File: config.mk
export PLATFORM = sky130hd
export DESIGN_NAME = ff_bank_flat
export DESIGN_NICKNAME = d
export VERILOG_FILES = /design/src/rtl/ff_bank_pkg.sv /design/src/rtl/ff_bank_if.sv /design/src/rtl/ff_cell.sv /design/src/rtl/ff_bank.sv /design/src/flat_wrapper.sv
export SDC_FILE = /design/constraint.sdc
export NUM_CORES = 1
export LEC_CHECK = 0
export ABC_AREA = 1
export BUFFER_PORTS_ARGS = -buffer_cell sky130_fd_sc_hd__buf_2
export CAP_MARGIN = 20
export CORE_MARGIN = 3
export CORE_UTILIZATION = 40
export DETAILED_ROUTE_END_ITERATION = 10
export PLACE_DENSITY = 0.65
export SYNTH_ARGS = -nofsm -noshare
export SYNTH_HDL_FRONTEND = slang
export SYNTH_SLANG_ARGS = --single-unit
export TNS_END_PERCENT = 50
File: constraint.sdc
create_clock -name clk -period 2.1 [get_ports clk]
set_input_delay 0.21 -clock clk [delete_from_list [all_inputs] [get_ports clk]]
set_output_delay 0.21 -clock clk [all_outputs]
set_load 0.01 [all_outputs]
File: src/rtl/ff_bank_pkg.sv
// Shared definitions for the ff_bank register block: operation encodings
// and the mode type carried on the bank's control interface.
package ff_bank_pkg;

  typedef enum logic [2:0] {
    MODE_HOLD   = 3'd0,
    MODE_LOAD   = 3'd1,
    MODE_TOGGLE = 3'd2,
    MODE_SHL    = 3'd3,
    MODE_SHR    = 3'd4,
    MODE_UP     = 3'd5,
    MODE_DOWN   = 3'd6,
    MODE_CLEAR  = 3'd7
  } mode_e;

  localparam int unsigned MODE_W = 3;

endpackage : ff_bank_pkg

File: src/rtl/ff_bank_if.sv
// Control/data bundle between a driver and ff_bank. The master drives the
// operation request; the slave (the bank) returns register state.
interface ff_bank_if
  import ff_bank_pkg::*;
#(
  parameter int unsigned WIDTH = 4
);

  logic             enable;
  mode_e            mode;
  logic [WIDTH-1:0] d;
  logic             ser_in;
  logic [WIDTH-1:0] q;
  logic [WIDTH-1:0] q_n;
  logic             ser_out;
  logic             carry;

  modport master (
    output enable, mode, d, ser_in,
    input  q, q_n, ser_out, carry
  );

  modport slave (
    input  enable, mode, d, ser_in,
    output q, q_n, ser_out, carry
  );

endinterface : ff_bank_if

File: src/rtl/ff_cell.sv
// Single flip-flop bit with clock enable and asynchronous active-high reset
// to a parametrised value.
module ff_cell #(
  parameter logic RST_VAL = 1'b0
) (
  input  logic clk,
  input  logic reset,
  input  logic en_i,
  input  logic d_i,
  output logic q_o
);

  logic bit_q;

  always_ff @(posedge clk or posedge reset) begin
    if (reset) begin
      bit_q <= RST_VAL;
    end else if (en_i) begin
      bit_q <= d_i;
    end
  end

  assign q_o = bit_q;

endmodule : ff_cell

File: src/rtl/ff_bank.sv
// WIDTH-bit multi-mode register bank: hold, load, toggle, shift, count and
// clear, built from ff_cell bits fed by a single next-state mux.
module ff_bank
  import ff_bank_pkg::*;
#(
  parameter int unsigned      WIDTH       = 4,
  parameter logic [WIDTH-1:0] RESET_VALUE = '0
) (
  input  logic        clk,
  input  logic        reset,
  ff_bank_if.slave    bus
);

  logic [WIDTH-1:0] q_q;
  logic [WIDTH-1:0] q_d;
  logic             ser_q;
  logic             ser_d;
  logic             ser_en;
  logic             carry_q;
  logic             carry_d;

  always_comb begin
    q_d     = q_q;
    ser_d   = ser_q;
    ser_en  = 1'b0;
    carry_d = 1'b0;
    unique case (bus.mode)
      MODE_HOLD:   q_d = q_q;
      MODE_LOAD:   q_d = bus.d;
      MODE_TOGGLE: q_d = q_q ^ bus.d;
      MODE_SHL: begin
        q_d    = {q_q[WIDTH-2:0], bus.ser_in};
        ser_d  = q_q[WIDTH-1];
        ser_en = 1'b1;
      end
      MODE_SHR: begin
        q_d    = {bus.ser_in, q_q[WIDTH-1:1]};
        ser_d  = q_q[0];
        ser_en = 1'b1;
      end
      MODE_UP: begin
        q_d     = q_q + WIDTH'(1);
        carry_d = (q_q == '1);
      end
      MODE_DOWN: begin
        q_d     = q_q - WIDTH'(1);
        carry_d = (q_q == '0);
      end
      MODE_CLEAR:  q_d = RESET_VALUE;
      default:     q_d = q_q;
    endcase
    // carry is a one-shot flag: a disabled edge always clears it
    if (!bus.enable) begin
      carry_d = 1'b0;
    end
  end

  for (genvar i = 0; i < WIDTH; i++) begin : g_bit
    ff_cell #(.RST_VAL(RESET_VALUE[i])) u_cell (
      .clk   (clk),
      .reset (reset),
      .en_i  (bus.enable),
      .d_i   (q_d[i]),
      .q_o   (q_q[i])
    );
  end

  ff_cell #(.RST_VAL(1'b0)) u_ser_out (
    .clk   (clk),
    .reset (reset),
    .en_i  (bus.enable & ser_en),
    .d_i   (ser_d),
    .q_o   (ser_q)
  );

  // enable tied high so the flag is rewritten (normally to 0) every edge
  ff_cell #(.RST_VAL(1'b0)) u_carry (
    .clk   (clk),
    .reset (reset),
    .en_i  (1'b1),
    .d_i   (carry_d),
    .q_o   (carry_q)
  );

  assign bus.q       = q_q;
  assign bus.q_n     = ~q_q;
  assign bus.ser_out = ser_q;
  assign bus.carry   = carry_q;

endmodule : ff_bank

File: src/flat_wrapper.sv
// flat-port wrapper written by rule: the top's interface ports become plain ports
module ff_bank_flat import ff_bank_pkg::*;
#(
  parameter int unsigned      WIDTH       = 4,
  parameter logic [WIDTH-1:0] RESET_VALUE = '0
)
  (clk, reset, bus_enable, bus_mode, bus_d, bus_ser_in, bus_q, bus_q_n, bus_ser_out, bus_carry);
  ff_bank_if #(.WIDTH(WIDTH)) bus_i ();
  input  logic clk;
  input  logic reset;
  input wire logic [$bits(bus_i.enable)-1:0] bus_enable;
  input wire logic [$bits(bus_i.mode)-1:0] bus_mode;
  input wire logic [$bits(bus_i.d)-1:0] bus_d;
  input wire logic [$bits(bus_i.ser_in)-1:0] bus_ser_in;
  output wire logic [$bits(bus_i.q)-1:0] bus_q;
  output wire logic [$bits(bus_i.q_n)-1:0] bus_q_n;
  output wire logic [$bits(bus_i.ser_out)-1:0] bus_ser_out;
  output wire logic [$bits(bus_i.carry)-1:0] bus_carry;
  assign bus_i.enable = bus_enable;
  assign bus_i.mode = bus_mode;
  assign bus_i.d = bus_d;
  assign bus_i.ser_in = bus_ser_in;
  assign bus_q = bus_i.q;
  assign bus_q_n = bus_i.q_n;
  assign bus_ser_out = bus_i.ser_out;
  assign bus_carry = bus_i.carry;
  ff_bank #(.WIDTH(WIDTH), .RESET_VALUE(RESET_VALUE)) u_core (.clk(clk), .reset(reset), .bus(bus_i));
endmodule
==> summary.txt <==
Final wirelength: 1.628 mm
CTS clk-pin slew, worst paths: 0.04 ns
Fin util: 0.5464
CP Launch Point: u_core.g_bit[1].u_cell.q_o$_DFFE_PP0P_
Synth cell count leaders: nand2_1 (29), nor2_1 (14), inv_1 (10), nand3_1 (10), inv_2 (8)
Clock latency on the worst-skew pair: 0.24 ns
Reg power frac: 0.339
Die Span Y: 46.37 um
Gate power share: 0.445
M1 WL: 779 um
Die Width: 46.37 um
Status: finished, final reports clean
P_sw: 0.1968 mW
CP arrival: 1.58 ns
Synth top area cells: dfrtp_1 (23%), nand2_1 (17%), nor2_1 (8.1%), nand3_1 (7.7%), inv_1 (5.8%)
Largest net degree at the start of global routing: 9
Cell area after synthesis: 651.9 um2
Clock skew: 0.002310 ns
Total leakage power: 0.4638 nW
RSZ-0062 raised after global routing: false
Flop and latch count out of synthesis: 6
Synth area leader: dfrtp_1
Routed len/inst: 11.38 um
Core Area: 1415 um2
Layout cell share with drive strength beyond 1: 0.2891
Total grt overflow: 0
Detailed-route via count: 733
Initial antenna violation count: 0
All-layer global routing usage: 0.1820
Root buffer cell: clkbuf_4
Design area: 773.2 um2
Yosys cell types: 21
Hold_sp: bus_enable
Dpl cells: 139
RR Startpoint: u_core.g_bit[1].u_cell.q_o$_DFFE_PP0P_
Initial DRC count: 16
Max-slew headroom: 0.7975
Syn_area_per_cell: 6.036 um2
Startpoint Class: register
TritonRoute pass-1 iters: 4
Final ANT Viol Nets: 0
TritonCTS clock tree: yes
Final #Nets: 142
Clock Sinks: 6
Area growth syn-to-layout: 18.62%
YS warnings: 0
Final worst path period share: 0.6647
Htree depth: 1
Count leader, synth: nand2_1
Post-CTS Setup Repair Bufs: 0
CP Capture Type: register
Mapped Nets: 120
Net Sw Frac: 0.4058
Ys flop type: dfrtp_1
Setup TNS: 0 ns
Initial core utilization: 0.4607
First-pass GRT wire length: 2.835 mm
I/O pins: 21
Final slew viol count: 0
Tightest Pin Transition: 0.3037 ns
CP Max Fanout: 6
Finished Layout Cells: 143
Post-synth top area share: 0.2303
Final number of hold-violating endpoints: 0
Post-DP HPWL: 1.328 mm
Met3 WL: 71 um
Crit path required time: 2.28 ns
DRC Markers: 0
Final Setup Violations: 0
Max Clk Rate: 716.4 MHz
Uppermost routed layer: met3
Gate Count Post-Synth: 108
Antenna cells: 0
Number of buffers created by CTS: 3
CTS Buffer Depth: 2
Number of synthesized flops with an enable pin: 0
Pwr per Cell Area: 627.1 nW/um2
Vias in the first global route: 668
Die area: 2150 um2
Final min period: 1.396 ns
Worst VDD drop: 0.3738 mV
Max Cap Viol: 0
Clock Power Share: 0.215
Post-DP Area: 740.7 um2
Min-Delay Path Class: in2reg
Port Buf Inserts: 20
Met2 wire length: 776 um
Vias per std cell: 5.126
Setup CP Type: reg2reg
Row count: 13
Async set or reset register ratio after synthesis: 1.000
GPL Wtd Cong: 0.8788
Sequential area share after synthesis: 0.2303
Cell internal pwr: 0.2881 mW
## power groups by stage
stage / Combinational [mW] / Clock (mW) / Sequential (mW)
2_1_floorplan: 0.158 / 0 / 0.164
3_3_place_gp: 0.214 / 0 / 0.165
3_5_place_dp: 0.217 / 0 / 0.166
4_1_cts: 0.219 / 0.110 / 0.165
5_1_grt: 0.247 / 0.116 / 0.170
6_report: 0.216 / 0.104 / 0.165
## timing repair
item                                    in CTS  in global routing
gates resized for setup                      0                  0
hold endpoints to repair                     6                  0
endpoints found under the setup margin       0                  0
hold buffers                                 1                  0
## cell families (layout without fill, tap and decap cells)
kind of cell               count (synthesis)  after routing  synth area share
and+or+nand+nor                           66             66            0.4664
buffers and inverters                     22             42            0.1497
AOI/OAI and AO/OA                         11             11           0.09789
DFF                                        6              6            0.2303
adders and majority gates                  1              1           0.01919
xor gates and xnor gates                   1              1           0.01344
muxes                                      1              1           0.02303
## cells in the final DEF (no fill, tap or decap), drive strengths merged
cell type	synthesis	layout
mux2	1	1
nand2	30	30
nor2	14	14
dfrtp	6	6
o22ai	2	2
nor3	5	5
ha	1	1
nand3	13	13
a21oi	1	1
a21boi	1	1
inv	18	18
dlygate4sd3	0	1
buf	4	20
nand3b	1	1
nand4	3	3
clkbuf	0	3
xor2	1	1
o21ai	7	7
## path summary, 6_finish.rpt
| check | end | slack [ns] | depth (start not counted) |
|---|---|---|---|
| max | u_core.g_bit[2].u_cell.q_o$_DFFE_PP0P_ | 0.70 | 11 |
| min | u_core.u_carry.q_o$_DFF_PP0_ | 0.22 | 3 |
| max reg2reg | u_core.g_bit[2].u_cell.q_o$_DFFE_PP0P_ | 0.70 | 11 |
| min reg2reg | u_core.u_ser_out.q_o$_DFFE_PP0P_ | 0.50 | 1 |
| max in group asynchronous | u_core.g_bit[0].u_cell.q_o$_DFFE_PP0P_ | 1.49 | 3 |
| min in group asynchronous | u_core.u_ser_out.q_o$_DFFE_PP0P_ | 0.42 | 3 |
## critical path, stage by stage (launching register included)
cell and delay [ns]:
dfrtp_1 0.43, nand4_1 0.16, nand2_1 0.11, inv_1 0.04, ha_1 0.16, inv_1 0.07
nand2_1 0.05, nand3_1 0.06, nand3_1 0.07, nand2_1 0.06, nand2_1 0.06, nand2_1 0.05
## layout make-up
type / count / area [um2]
Fill cell: 156 / 641.9
Multi-Input combinational cell: 80 / 404.1
Sequential cell: 6 / 150.1
Timing Repair Buffer: 21 / 110.1
Inverter: 18 / 67.56
Clock buffer: 3 / 22.52
Tap cell: 15 / 18.77
## metrics by stage
stage	setup WS (ns)	hold WS, ns	power, mW
after global placement	0.6634	0.1311	0.3794
after global routing	0.5396	0.2431	0.5334
after floorplan	0.8558	0.0009591	0.3215
after detailed placement	0.6514	0.1303	0.3829
after CTS	0.7094	0.2171	0.4938
final	0.7041	0.2242	0.4849
## registers in the layout, indices dropped and copies added (netlist names)
| signal | cells |
|---|---|
| u_core.g_bit.u_cell.q_o | 4 |
| u_core.u_carry.q_o | 1 |
| u_core.u_ser_out.q_o | 1 |
## metal layers
metal  global-route usage  up-vias
met5                    0        -
met2               0.2830       19
met1               0.2482      325
li1                     -      389
met4              0.02841        0
met3              0.05859        0
Power figures use the tool's default switching activity.
